$ cat src/rtl/uart_prog_pkg.sv
// Shared types and constants for the UART program loader.
package uart_prog_pkg;

    typedef enum logic [3:0] {
        StIdle,
        StAddrH,
        StAddrL,
        StLenH,
        StLenL,
        StPayload,
        StCheck,
        StDrain,
        StResetCpu
    } state_e;

    localparam logic [7:0]  SYNC_BYTE = 8'hA5;
    localparam int unsigned HDR_BYTES = 4;

endpackage

$ cat src/rtl/prog_byte_fifo.sv
// Synchronous 8-bit byte FIFO; a push into a full FIFO is accepted only when a pop happens in
// the same cycle.
module prog_byte_fifo #(
    parameter int unsigned DEPTH = 4
) (
    input  logic       clk,
    input  logic       rst_n,
    input  logic       i_push,
    input  logic [7:0] i_data,
    input  logic       i_pop,
    output logic [7:0] o_data,
    output logic       o_full,
    output logic       o_empty
);

    localparam int unsigned AW = $clog2(DEPTH);

    logic [7:0]    r_mem [DEPTH];
    logic [AW-1:0] r_wptr;
    logic [AW-1:0] r_rptr;
    logic [AW:0]   r_count;
    logic          w_do_push;
    logic          w_do_pop;

    assign o_full    = (r_count == (AW+1)'(DEPTH));
    assign o_empty   = (r_count == '0);
    assign w_do_pop  = i_pop && !o_empty;
    assign w_do_push = i_push && (!o_full || w_do_pop);
    assign o_data    = r_mem[r_rptr];

    always_ff @(posedge clk) begin
        if (w_do_push) r_mem[r_wptr] <= i_data;
    end

    always_ff @(posedge clk or negedge rst_n) begin
        if (!rst_n) begin
            r_wptr  <= '0;
            r_rptr  <= '0;
            r_count <= '0;
        end else begin
            if (w_do_push) r_wptr <= r_wptr + AW'(1);
            if (w_do_pop)  r_rptr <= r_rptr + AW'(1);
            case ({w_do_push, w_do_pop})
                2'b10:   r_count <= r_count + (AW+1)'(1);
                2'b01:   r_count <= r_count - (AW+1)'(1);
                default: r_count <= r_count;
            endcase
        end
    end

endmodule

$ cat src/rtl/uart_prog_loader.sv
// Loads UART bytes into program RAM in raw or framed mode, holding the CPU off RAM meanwhile.
// Define UART_PROG_CHECKSUM_EN to require a trailing checksum byte in framed mode.
module uart_prog_loader
    import uart_prog_pkg::*;
#(
    parameter int unsigned       ADDR_W     = 16,
    parameter logic [ADDR_W-1:0] BASE_ADDR  = ADDR_W'(16'h0600),
    parameter bit                FRAMED     = 1'b1,
    parameter int unsigned       FIFO_DEPTH = 4,
    parameter int unsigned       TIMEOUT    = 2000,
    parameter int unsigned       RESET_HOLD = 160
) (
    input  logic              clk_ram,
    input  logic              reset,
    input  logic [7:0]        rx_data,
    input  logic              rx_strobe,
    input  logic              ram_grant,
    output logic [ADDR_W-1:0] waddr,
    output logic [7:0]        wdata,
    output logic              write_en,
    output logic              ask_for_ram,
    output logic              end_of_data,
    output logic              load_err
);

    localparam int unsigned TW = $clog2(TIMEOUT + 1);
    localparam int unsigned HW = $clog2(RESET_HOLD + 1);
`ifdef UART_PROG_CHECKSUM_EN
    localparam state_e POST_PAYLOAD = StCheck;
`else
    localparam state_e POST_PAYLOAD = StDrain;
`endif

    state_e            r_state;
    logic              r_ask;
    logic              r_eod;
    logic              r_err;
    logic              r_write_en;
    logic [ADDR_W-1:0] r_ptr;
    logic [ADDR_W-1:0] r_waddr;
    logic [7:0]        r_wdata;
    logic [7:0]        r_addr_h;
    logic [15:0]       r_len;
    logic [TW-1:0]     r_idle_cnt;
    logic [HW-1:0]     r_hold_cnt;
`ifdef UART_PROG_CHECKSUM_EN
    logic [7:0]        r_sum;
    logic [7:0]        w_sum_next;
    assign w_sum_next = r_sum + rx_data;
`endif

    logic        w_empty;
    logic        w_full;
    logic [7:0]  w_fifo_data;
    logic        w_pop;
    logic        w_accept;
    logic        w_overflow;
    logic        w_push;
    logic        w_idle_max;
    logic        w_abortable;
    logic        w_timeout;
    logic [15:0] w_len_next;

    assign w_pop       = ram_grant && !w_empty;
    assign w_accept    = rx_strobe && ((r_state == StPayload) || (!FRAMED && r_state == StIdle));
    assign w_overflow  = w_accept && w_full && !w_pop;
    assign w_push      = w_accept && !w_overflow;
    assign w_idle_max  = (r_idle_cnt == TW'(TIMEOUT - 1));
    assign w_abortable = r_state inside {StAddrH, StAddrL, StLenH, StLenL, StPayload, StCheck};
    assign w_timeout   = w_idle_max && !rx_strobe && w_abortable;
    assign w_len_next  = {r_len[15:8], rx_data};

    prog_byte_fifo #(
        .DEPTH(FIFO_DEPTH)
    ) u_fifo (
        .clk    (clk_ram),
        .rst_n  (reset),
        .i_push (w_push),
        .i_data (rx_data),
        .i_pop  (w_pop),
        .o_data (w_fifo_data),
        .o_full (w_full),
        .o_empty(w_empty)
    );

    always_ff @(posedge clk_ram or negedge reset) begin
        if (!reset) begin
            r_write_en <= 1'b0;
            r_waddr    <= BASE_ADDR;
            r_wdata    <= 8'h00;
        end else begin
            r_write_en <= w_pop;
            if (w_pop) begin
                r_waddr <= r_ptr;
                r_wdata <= w_fifo_data;
            end
        end
    end

    always_ff @(posedge clk_ram or negedge reset) begin
        if (!reset) begin
            r_state    <= StIdle;
            r_ask      <= 1'b0;
            r_eod      <= 1'b0;
            r_err      <= 1'b0;
            r_ptr      <= BASE_ADDR;
            r_addr_h   <= 8'h00;
            r_len      <= 16'h0000;
            r_idle_cnt <= '0;
            r_hold_cnt <= '0;
`ifdef UART_PROG_CHECKSUM_EN
            r_sum      <= 8'h00;
`endif
        end else begin
            if (rx_strobe)        r_idle_cnt <= '0;
            else if (!w_idle_max) r_idle_cnt <= r_idle_cnt + TW'(1);
            if (w_pop) r_ptr <= r_ptr + ADDR_W'(1);
`ifdef UART_PROG_CHECKSUM_EN
            if (rx_strobe) r_sum <= w_sum_next;
`endif
            if (w_overflow) begin
                r_err   <= 1'b1;
                r_state <= StIdle;
            end else if (w_timeout) begin
                // Raw streams end on silence; framed loads treat it as an aborted frame.
                if (FRAMED) begin
                    r_err   <= 1'b1;
                    r_state <= StIdle;
                end else begin
                    r_state <= StDrain;
                end
            end else begin
                unique case (r_state)
                    StIdle: begin
                        if (rx_strobe) begin
                            if (!FRAMED) begin
                                r_ask   <= 1'b1;
                                r_ptr   <= BASE_ADDR;
                                r_state <= StPayload;
                            end else if (rx_data == SYNC_BYTE) begin
                                r_ask   <= 1'b1;
                                r_state <= StAddrH;
`ifdef UART_PROG_CHECKSUM_EN
                                r_sum   <= 8'h00;
`endif
                            end
                        end
                    end
                    StAddrH: begin
                        if (rx_strobe) begin
                            r_addr_h <= rx_data;
                            r_state  <= StAddrL;
                        end
                    end
                    StAddrL: begin
                        if (rx_strobe) begin
                            r_ptr   <= ADDR_W'({r_addr_h, rx_data});
                            r_state <= StLenH;
                        end
                    end
                    StLenH: begin
                        if (rx_strobe) begin
                            r_len[15:8] <= rx_data;
                            r_state     <= StLenL;
                        end
                    end
                    StLenL: begin
                        if (rx_strobe) begin
                            r_len   <= w_len_next;
                            r_state <= (w_len_next == 16'h0000) ? POST_PAYLOAD : StPayload;
                        end
                    end
                    StPayload: begin
                        if (FRAMED && rx_strobe) begin
                            r_len <= r_len - 16'h0001;
                            if (r_len == 16'h0001) r_state <= POST_PAYLOAD;
                        end
                    end
                    StCheck: begin
`ifdef UART_PROG_CHECKSUM_EN
                        if (rx_strobe) begin
                            if (w_sum_next == 8'h00) begin
                                r_state <= StDrain;
                            end else begin
                                r_err   <= 1'b1;
                                r_state <= StIdle;
                            end
                        end
`else
                        r_state <= StIdle;
`endif
                    end
                    StDrain: begin
                        if (w_empty) begin
                            r_ask      <= 1'b0;
                            r_eod      <= 1'b1;
                            r_err      <= 1'b0;
                            r_hold_cnt <= '0;
                            r_state    <= StResetCpu;
                        end
                    end
                    StResetCpu: begin
                        if (r_hold_cnt == HW'(RESET_HOLD - 1)) begin
                            r_eod   <= 1'b0;
                            r_state <= StIdle;
                        end else begin
                            r_hold_cnt <= r_hold_cnt + HW'(1);
                        end
                    end
                    default: r_state <= StIdle;
                endcase
            end
        end
    end

    assign waddr       = r_waddr;
    assign wdata       = r_wdata;
    assign write_en    = r_write_en;
    assign ask_for_ram = r_ask;
    assign end_of_data = r_eod;
    assign load_err    = r_err;

endmodule

$ cat config.mk
export PLATFORM = sky130hd
export DESIGN_NAME = uart_prog_loader
export DESIGN_NICKNAME = d
export VERILOG_FILES = /design/src/rtl/uart_prog_pkg.sv /design/src/rtl/prog_byte_fifo.sv /design/src/rtl/uart_prog_loader.sv
export SDC_FILE = /design/constraint.sdc
export NUM_CORES = 1
export LEC_CHECK = 0
export ABC_AREA = 0
export CORE_ASPECT_RATIO = 1.5
export CORE_MARGIN = 5
export CORE_UTILIZATION = 55
export CTS_CLUSTER_DIAMETER = 200
export DETAILED_ROUTE_END_ITERATION = 8
export PLACE_DENSITY = 0.8
export SKIP_LAST_GASP = 1
export SLEW_MARGIN = 0
export SYNTH_ARGS = -nofsm -noshare
export SYNTH_HDL_FRONTEND = slang
export SYNTH_HIERARCHICAL = 1
export SYNTH_SLANG_ARGS = --single-unit
$ cat constraint.sdc
create_clock -name clk_ram -period 3.7 [get_ports clk_ram]
set_clock_uncertainty 0.15 [all_clocks]
set_input_delay 0.74 -clock clk_ram [delete_from_list [all_inputs] [get_ports clk_ram]]
set_output_delay 0.74 -clock clk_ram [all_outputs]
set_load 0.01 [all_outputs]
==> flow_metrics.py <==
metrics = {
    "synth": {
        "yosysSeqAreaShare_pct": 55.14,
        "synth_cell_types": 66,
        "synth_edf_count": 32,
        "ys_ff_latch": 130,
        "synth_top_flop_cell": "dfrtp_1",
        "syn_avg_cell_area_sq_um": 10.54,
        "synthesis.nets": 611,
        "synth_area_sq_um": 6200,
        "synth_cells": 588,
        "async_reset_ff_share_pct": 75.38,
        "yosys_warnings": 6,
    },
    "die": {
        "dieArea_sq_um": 13540,
        "die-width_um": 96.69,
        "io_pins": 40,
        "rows": 47,
        "core_area_sq_um": 11060,
        "die_height_um": 140.0,
        "start_util_pct": 56.08,
    },
    "global_routing": {
        "grt_pass1_vias": 4870,
        "grt-ovfl-total": 0,
        "grt_max_degree": 54,
        "grt_pass1_wl_um": 23560,
        "grt_use_total_pct": 21.70,
        "antenna_found_initial": 0,
    },
    "layout": {
        "drive_gt1_share_pct": 12.09,
        "layout.nets": 655,
        "stdcell_count": 792,
        "synthToLayoutAreaGrowth_pct": 18.32,
        "diodes": 0,
    },
    "placement": {
        "routabilityCongestion": 0.8549,
        "dp_hpwl_um": 9421,
        "port_buffers": 39,
        "numPlacedInstances": 760,
    },
    "critical_path": {
        "worstPathRequired_ns": 3.88,
        "crit_chain": "nor3_1 -> nand2b_1 -> buf_4 -> inv_2 -> o21a_4 -> inv_1 -> ha_1 -> inv_1 -> fa_1 -> xor2_1 -> nor2_1 -> xor2_1",
        "cp_num_cells": 12,
        "critPathMaxStageDelay_ns": 0.46,
        "critPathLaunchType": "register",
        "slowest_stage": "nor3_1",
        "worstSetupPathType": "register to register",
        "crit_fanout": 7,
        "reg2reg_depth": 12,
        "cp_top_family": "simple AND/OR/NAND/NOR gates",
        "critPathBufInv": 4,
        "cp-end-kind": "register",
        "arrival_ns": 3.07,
    },
    "clock_tree": {
        "clkTransAtPathRegs_ns": 0.06,
        "cts_resized": 0,
        "htreeDepth": 4,
        "clkSinkCount": 130,
        "numCtsBuffers": 17,
        "post-cts-setup-buffer-count": 0,
        "cts_hold_repair.buffers": 0,
        "cts_tree": "built",
        "insertion_delay_ns": 0.41,
        "cts_root_buf": "clkbuf_16",
        "clockBufferDepth": 2,
    },
    "run": {
        "cap_violations": 0,
    },
    "timing": {
        "grt_setup_unrepaired": "no",
        "worst_slew_pin_slew_ns": 0.6307,
        "setup-violations-final": 0,
        "hold_ws_ns": 0.1991,
        "fin_setup_tns_ns": 0,
        "clock.fmax_mhz": 345.7,
        "maxSlewViolCount": 0,
        "fin_crit_sh_pct": 78.18,
        "period_needed_ns": 2.893,
        "relSlewSlack_pct": 57.96,
        "hold_viol": 0,
    },
    "route": {
        "routed_wl_um": 14080,
        "vias": 4657,
        "ant_nets": 0,
        "viasPerCell": 5.880,
        "drt_pass1_iterations": 5,
        "drcViolationCount": 0,
        "routedWlPerCell_um": 17.77,
        "drt_iter0_drc": 264,
    },
    "pwr": {
        "power_switching_w": 0.001960,
        "power.density_nw_per_um2": 775.3,
        "power.share.switching_pct": 34.46,
        "pwr-share-clk_pct": 27.5,
        "pwr-share-seq_pct": 41.8,
        "peakVddDrop_mv": 0.3784,
        "intPower_w": 0.003727,
        "comb_power_share_pct": 30.6,
        "leakage_nw": 3.055,
    },
    "run_status": {
        "status": "complete, no violations",
    },
    "min_path": {
        "hold_path.class": "primary input to async pin",
    },
}
-- stage by stage --
stage                     instance area, sq um  util [%]  total power (W)  setup WS (ns)
final                                     7336     66.35         0.005687         0.8074
after global routing                      7336     66.35         0.006041         0.6079
after CTS                                 7336     66.35         0.005726         0.8365
after detailed placement                  6778     61.31         0.004113         0.4642
after global placement                    6778     61.31         0.004007         0.5454
after floorplan                           6200         -         0.003440         0.7380
-- metal layers --
layer / wire length [um] / share of wire [%] / global-route usage, %
met5: 0 / 0 / 0
met4: 590 / 4.2 / 11.24
met3: 656 / 4.7 / 5.721
met2: 7452 / 53 / 38.32
met1: 5378 / 38 / 23.86
-- power by group through the flow --
stage | sequential (W) | combinational (W) | clock (W)
final | 0.00238 | 0.00174 | 0.00157
after detailed placement | 0.00239 | 0.00172 | 0
after global routing | 0.00245 | 0.00193 | 0.00166
after floorplan | 0.00227 | 0.00117 | 0
after global placement | 0.00237 | 0.00164 | 0
after CTS | 0.00238 | 0.00175 | 0.00160
-- Yosys cell counts, drive strengths merged, types with 3 or more instances --
cell type  instances  area share (%)
a211oi             3            0.36
a21oi             28             2.3
a22oi              4            0.48
and2               8            0.89
and3               7            0.71
buf                6            0.40
clkbuf            21             1.3
dfrtp             94              38
dfstp              4             1.7
edfxtp            32              15
ha                10             2.0
inv               17             1.0
mux2              11             2.1
mux4               8             2.9
nand2             94             5.7
nand2b             4            0.40
nand3             11            0.89
nand4              7            0.71
nand4bb            3            0.54
nor2              61             3.7
nor2b              5            0.50
nor3              16             1.3
nor3b              4            0.48
nor4               7            0.71
o21a               6            0.85
o21ai             28             2.3
o22ai              3            0.30
o2bb2ai            3            0.42
or3                5            0.50
or4                5            0.61
xnor2             19             2.7
xor2              17             2.4
-- layout by cell type, fill, tap and decap left out, drive strengths merged, types with 6 or more instances in the layout --
master / n
edfxtp: 32
ha: 10
xor2: 17
a21oi: 28
nor4: 7
o21a: 6
and3: 7
xnor2: 19
nand4: 7
and2: 8
dfrtp: 94
o21ai: 28
mux2: 11
nor3: 16
buf: 14
inv: 22
clkbuf: 18
mux4: 8
nand2: 94
clkdlybuf4s50: 38
clkinv: 6
nor2: 61
nand3: 11
-- layout make-up --
class                      count  area [sq um]
inverter                      17         63.81
fill                         875          3720
multi-input combinational    414          2614
clock buffer                  18         429.2
timing repair buffer          52         498.0
clock inverter                14         128.9
sequential                   130          3418
tap                          147         183.9
-- final timing paths --
check / slack, ns / end / from
setup reg to reg: 0.81 / u_fifo/r_count[2]$_DFFE_PN0P_ / u_fifo/r_count[0]$_DFFE_PN0P_
hold / removal: 0.20 / r_idle_cnt[4]$_DFFE_PN0P_ / reset
hold reg to reg: 0.32 / waddr[10]$_DFFE_PN1N_ / waddr[10]$_DFFE_PN1N_
setup / recovery: 0.81 / u_fifo/r_count[2]$_DFFE_PN0P_ / u_fifo/r_count[0]$_DFFE_PN0P_
min in group clk_ram: 0.32 / waddr[10]$_DFFE_PN1N_ / waddr[10]$_DFFE_PN1N_
max in group asynchronous: 2.47 / waddr[10]$_DFFE_PN1N_ / reset
-- flip-flops by register name (all words and copies together) (netlist names) --
| signal | flops |
|---|---|
| ask_for_ram | 1 |
| end_of_data | 1 |
| load_err | 1 |
| r_addr_h | 8 |
| r_hold_cnt | 8 |
| r_idle_cnt | 11 |
| r_len | 16 |
| r_ptr | 16 |
| r_state | 4 |
| u_fifo/r_count | 3 |
| u_fifo/r_mem | 32 |
| u_fifo/r_rptr | 2 |
| u_fifo/r_wptr | 2 |
| waddr | 16 |
| wdata | 8 |
| write_en | 1 |
-- cells by family (layout without fill, tap and decap cells) --
family | after synthesis | count (layout) | share of synthesized area (%)
xor gates and xnor gates | 36 | 36 | 5.086
DFF | 130 | 130 | 55.14
AOI/OAI and AO/OA | 99 | 99 | 10.27
and+or+nand+nor | 247 | 247 | 19.17
buffers and inverters | 44 | 101 | 2.704
muxes | 21 | 21 | 5.288
adders and majority gates | 11 | 11 | 2.341
Note: power is estimated with default switching activity, not from simulation.
